`src/rtl/pixel_scheduler.sv`:
```
// Raster-scan feeder for the Mandelbrot depth calculator: walks one frame, launches the
// calculator per pixel and streams (x, y, depth). Optional PIXEL_SCHED_ITER_SUM_EN adds frame_iter_sum.
module pixel_scheduler #(
  parameter int FRAC  = 16,
  parameter int H_RES = 640,
  parameter int V_RES = 480
) (
  input  logic        sysclk,
  input  logic        reset,
  input  logic        frame_go,
  input  logic [31:0] re_left,
  input  logic [31:0] im_top,
  input  logic [31:0] step,
  output logic        busy,
  output logic        calc_start,
  output logic [9:0]  calc_x,
  output logic [8:0]  calc_y,
  output logic [31:0] calc_re_c,
  output logic [31:0] calc_im_c,
  input  logic        calc_done,
  input  logic [9:0]  calc_depth,
  output logic        m_valid,
  input  logic        m_ready,
  output logic [9:0]  m_x,
  output logic [8:0]  m_y,
  output logic [9:0]  m_depth,
  output logic        m_sof,
  output logic        m_eol,
`ifdef PIXEL_SCHED_ITER_SUM_EN
  output logic [31:0] frame_iter_sum,
`endif
  output logic        frame_done
);

  localparam logic [9:0] X_LAST = 10'(H_RES - 1);
  localparam logic [8:0] Y_LAST = 9'(V_RES - 1);

  // Coordinates are fixed-point but only ever added, so FRAC only bounds the legal configuration.
  if (FRAC < 0 || FRAC > 31 || H_RES < 2 || H_RES > 1024 || V_RES < 2 || V_RES > 512) begin : g_bad_cfg
  end

  typedef enum logic [2:0] {IDLE, LAUNCH, ARM, WAIT, EMIT} state_t;

  state_t      state;
  logic [31:0] re_left_q;
  logic [31:0] step_q;

  always_ff @(posedge sysclk or posedge reset) begin
    if (reset) begin
      state      <= IDLE;
      re_left_q  <= '0;
      step_q     <= '0;
      busy       <= 1'b0;
      calc_start <= 1'b0;
      calc_x     <= '0;
      calc_y     <= '0;
      calc_re_c  <= '0;
      calc_im_c  <= '0;
      m_valid    <= 1'b0;
      m_x        <= '0;
      m_y        <= '0;
      m_depth    <= '0;
      m_sof      <= 1'b0;
      m_eol      <= 1'b0;
      frame_done <= 1'b0;
    end else begin
      calc_start <= 1'b0;
      frame_done <= 1'b0;
      case (state)
        IDLE: if (frame_go) begin
          re_left_q  <= re_left;
          step_q     <= step;
          calc_x     <= '0;
          calc_y     <= '0;
          calc_re_c  <= re_left;
          calc_im_c  <= im_top;
          busy       <= 1'b1;
          calc_start <= 1'b1;
          state      <= LAUNCH;
        end
        LAUNCH: state <= ARM;
        // calc_done may still be high from the previous pixel here
        ARM:    state <= WAIT;
        WAIT: if (calc_done) begin
          m_depth <= calc_depth;
          m_x     <= calc_x;
          m_y     <= calc_y;
          m_sof   <= (calc_x == '0) && (calc_y == '0);
          m_eol   <= (calc_x == X_LAST);
          m_valid <= 1'b1;
          state   <= EMIT;
        end
        EMIT: if (m_ready) begin
          m_valid <= 1'b0;
          if (calc_x != X_LAST) begin
            calc_x     <= calc_x + 10'd1;
            calc_re_c  <= calc_re_c + step_q;
            calc_start <= 1'b1;
            state      <= LAUNCH;
          end else if (calc_y != Y_LAST) begin
            calc_x     <= '0;
            calc_re_c  <= re_left_q;
            calc_y     <= calc_y + 9'd1;
            calc_im_c  <= calc_im_c - step_q;
            calc_start <= 1'b1;
            state      <= LAUNCH;
          end else begin
            frame_done <= 1'b1;
            busy       <= 1'b0;
            state      <= IDLE;
          end
        end
        default: begin
          busy  <= 1'b0;
          state <= IDLE;
        end
      endcase
    end
  end

`ifdef PIXEL_SCHED_ITER_SUM_EN
  logic [31:0] iter_acc;

  // Published on the frame_done cycle, so the last capture is already in the accumulator.
  always_ff @(posedge sysclk or posedge reset) begin
    if (reset) begin
      iter_acc       <= '0;
      frame_iter_sum <= '0;
    end else begin
      if (state == IDLE && frame_go)
        iter_acc <= '0;
      else if (state == WAIT && calc_done)
        iter_acc <= iter_acc + {22'd0, calc_depth};
      if (state == EMIT && m_ready && calc_x == X_LAST && calc_y == Y_LAST)
        frame_iter_sum <= iter_acc;
    end
  end
`endif

endmodule

```
`config.mk`:
```
export PLATFORM = sky130hd
export DESIGN_NAME = pixel_scheduler
export DESIGN_NICKNAME = d
export VERILOG_FILES = /design/src/rtl/pixel_scheduler.sv
export SDC_FILE = /design/constraint.sdc
export NUM_CORES = 1
export LEC_CHECK = 0
export CORE_ASPECT_RATIO = 1.25
export CORE_MARGIN = 4
export CORE_UTILIZATION = 57
export DETAILED_ROUTE_END_ITERATION = 10
export HOLD_SLACK_MARGIN = 0.15
export PLACE_DENSITY_LB_ADDON = 0.15
export SYNTH_ARGS = -nofsm -noshare
export SYNTH_HDL_FRONTEND = slang
export SYNTH_SLANG_ARGS = --single-unit
export TNS_END_PERCENT = 20
```
`constraint.sdc`:
```
create_clock -name sysclk -period 10.2 [get_ports sysclk]
set_clock_uncertainty 0.05 [all_clocks]
set_input_delay 1.02 -clock sysclk [delete_from_list [all_inputs] [get_ports sysclk]]
set_output_delay 1.02 -clock sysclk [all_outputs]
set_load 0.03 [all_outputs]
```
==> impl_results.md <==
- Status: complete, no violations
- Reg2reg end: calc_im_c[17]
- Reg2Reg Depth: 13
- WL met1: 13.7 mm
- Area occupied by multi-input gates: 6180 um2
- Die Width: 134 um
- Register share of total power: 0.252
- Share of Yosys cell area claimed by the top area cell type: 0.411
- Layout cells sized above 1: 0.0838
- Power per cell area: 357 nW/um2
- GRT Residual Overflow: 0
- Post-route DRC: 0
- Post-synth EDFFs: 0
- CP bufs+invs: 3
- Synth area leader: dfrtp_1
- Vias in the first global route: 10200
- Register area: 4630 um2
- Ranking of synthesized cells by area: dfrtp_1, ha_1, mux2_2
- Port Buffers: 228
- Die Ht: 165 um
- Unrepaired setup endpoints after global routing: false
- Synthesized cell area: 11300 um2
- Synth warn: 0
- Final Max Slew Viols: 0
- Placed inst area: 13700 um2
- Combinational power share: 0.618
- Final Cycle Share: 0.390
- CP dominant cell by count: buf_4
- Critical Path AT: 4.24 ns
- Crit end category: flip-flop
- Commonest cells post-synth: dfrtp_1, nand2_1, o21ai_0
- # rows: 57
- Internal Power: between 2 and 3 mW
- Drt total wl: 32.2 mm
- Antenna fix cells: 0
- Die area: 22100 um2
- Peak supply drop: 215 uV
- Initial Util: 0.580
- Setup bufs post-CTS: 0
- Post-layout min period: 3.98 ns
- Fin nets: about 1600
- Worst min-delay path class: reg2reg
- Pre-antenna DRT Iters: 5
- Crit-path max FO: 59
- FF-to-FF setup slack: 6.22 ns
- Clk buf depth: 2
- Number of library cell types mapped by synthesis: 66
- Antenna violations before repair: 0
- Total global routing track utilization: 0.293
- Setup_tns: 0 ns
- Layout area overhead: 27.0%
- Worst-path cell chain: ha_1 -> and4_1 -> nand4_1 -> nor4_2 -> nand2b_1 -> a21o_2 -> buf_4 -> inv_2 -> nand2_1 -> buf_4 -> nor3_1 -> mux2i_1 -> nand3_1
- Final Wtd Congestion: roughly 0.9
- Core Footprint: slightly below 20000 um2
- Slew headroom: 0.256
- Max incr delay on CP: between 0.5 and 0.6 ns
- Critical-path top delay cell: nor4_2
- Most frequent cell after synthesis: dfrtp_1
- Synth Area per Inst: 8.93 um2
- Num CTS Buffers: 17
- Slew @ Worst Pin: 1.12 ns
- Clock Sinks: 185
- Worst hold path startpoint: m_sof
- DP HPWL: 23.0 mm
- CP Class: reg2reg
- Max Cap Viol: 0
- Fmax: 251 MHz
- Largest net degree at the start of global routing: roughly 130
- Clock tree from TritonCTS: yes
- Met2 wire len: 15.5 mm
- Switching power: 2.40 mW
- Top layer in use: met4
- Synth async-reset ratio: 1.00
- Clock group share of total power: 0.131
- Global-route wire length before repair: 51.8 mm
- Initial drt markers: 765
- Post-route design area: 14300 um2
- Clk slew on worst S/H paths: 0.07 ns
- Final hold violation count: 0
- Filler instances: 1523
- DR vias/cell: 5.96
- Type of element launching the critical path: flip-flop
- Hold buffer count at CTS: 0
- Syn_nets: ~1400
- H-tree depth: 4
- Sw frac: 0.470
- Finished Core Util: 0.737
- Clk_lat worst skew: 0.44 ns
- Synth Register Bits: 185
- Wire length per cell: 18.6 um
- I/O pins: about 230
- Hold Path Depth: 2
- Critical path's top delay family: simple AND/OR/NAND/NOR gates
- CTS resizes: 0
- Final ANT Viol Nets: 0
- Top_reg_cell synth: dfrtp_1
- Reg2reg start: calc_x[0]
- Leak: 6.32 nW
- WP data required: 10.46 ns
- Min-Delay Endpoint: m_sof
- Placed instance count: between 1500 and 2000
- Mapped Cells: 1260
- Finish-stage setup viols: 0
- Via count: ~10000
- Post-synthesis sequential area ratio: 0.411
- Detail Route met3 WL: 2.11 mm
- Post-Layout Cell Count: approximately 1700
- Clock root buffer master: clkbuf_16
## final cells by class
class                   instances  share of cell area
repair buffers                238               0.165
inverters                      57              0.0155
multi-input cells             956               0.432
flip-flops and latches        185               0.324
well taps                     265              0.0232
clock inverters                15              0.0107
clock buffers                  17              0.0298
## power by group through the flow
| stage | clock network, mW | registers, mW | logic [mW] |
|---|---|---|---|
| final | 0.667 | 1.28 | 3.15 |
| after global routing | 0.704 | 1.32 | 3.47 |
| after CTS | 0.676 | 1.28 | 3.14 |
| after detailed placement | 0 | 1.29 | 3.11 |
| after global placement | 0 | 1.28 | 3.06 |
| after floorplan | 0 | 1.52 | 1.99 |
## registers in the layout, indices dropped and copies added, names as in the netlist, 3 cells and up
name,count
calc_re_c,32
state,3
calc_x,10
calc_im_c,32
calc_y,9
m_depth,10
m_x,10
re_left_q,32
step_q,32
m_y,9
## worst max-delay path by stage
stage	start	end	slack (ns)	cells past startpoint
finish	calc_x[0]	calc_im_c[17]	6.22	13
global route	calc_x[0]	calc_im_c[16]	5.97	13
floorplan	reset	busy	4.10	1
global placement	frame_go	calc_y[7]	6.36	10
detailed placement	m_ready	calc_y[7]	6.25	10
CTS	calc_x[0]	calc_im_c[17]	6.29	13
## worst reg2reg max path: stages (launching register included)
cell	delay, ns
dfrtp_1	0.43
ha_1	0.24
and4_1	0.23
nand4_1	0.22
nor4_2	0.53
nand2b_1	0.17
a21o_2	0.11
buf_4	0.50
inv_2	0.47
nand2_1	0.21
buf_4	0.36
nor3_1	0.09
mux2i_1	0.16
nand3_1	0.10
## routing by layer
| metal | track usage | up-vias |
|---|---|---|
| met5 | 0 | - |
| met4 | 0.124 | 0 |
| met3 | 0.0452 | 77 |
| met2 | 0.489 | 420 |
| met1 | 0.383 | 4927 |
| li1 | - | 4897 |
## logic make-up (layout without fill, tap and decap cells)
group / Yosys count / after routing / share of synthesized area
xor+xnor: 48 / 48 / 0.0373
simple gates: 389 / 389 / 0.158
mux: 66 / 66 / 0.0656
compound gates: 385 / 385 / 0.209
fa+ha+maj: 68 / 68 / 0.0769
flops: 185 / 185 / 0.411
buf+inv: 119 / 327 / 0.0418
## cell usage in the layout (no fill, tap or decap), drive strengths merged, types with 4 or more instances in the layout
| cell type | count |
|---|---|
| xor2 | 24 |
| a21o | 35 |
| a22o | 4 |
| dfrtp | 185 |
| a211o | 4 |
| and2 | 5 |
| nand4 | 15 |
| nor2 | 84 |
| buf | 10 |
| o21a | 6 |
| clkdlybuf4s50 | 228 |
| inv | 66 |
| o22ai | 7 |
| a21oi | 103 |
| and3 | 19 |
| a31oi | 31 |
| o21bai | 9 |
| ha | 66 |
| or3 | 17 |
| mux2 | 62 |
| o31ai | 9 |
| o21ai | 134 |
| o211ai | 14 |
| clkbuf | 17 |
| nor3 | 21 |
| nand2 | 163 |
| a211oi | 10 |
| nand3 | 32 |
| mux2i | 4 |
| nand2b | 11 |
| nor2b | 8 |
| xnor2 | 24 |
## per-stage QoR
| stage | hold slack, ns | setup slack, ns | power, mW |
|---|---|---|---|
| 2_1_floorplan | 0.414 | 4.10 | 3.51 |
| 3_3_place_gp | 0.410 | 6.36 | 4.34 |
| 3_5_place_dp | 0.425 | 6.25 | 4.40 |
| 4_1_cts | 0.441 | 6.29 | 5.09 |
| 5_1_grt | 0.462 | 5.97 | 5.50 |
| 6_report | 0.435 | 6.22 | 5.10 |
Note: power is estimated with default switching activity, not from simulation.
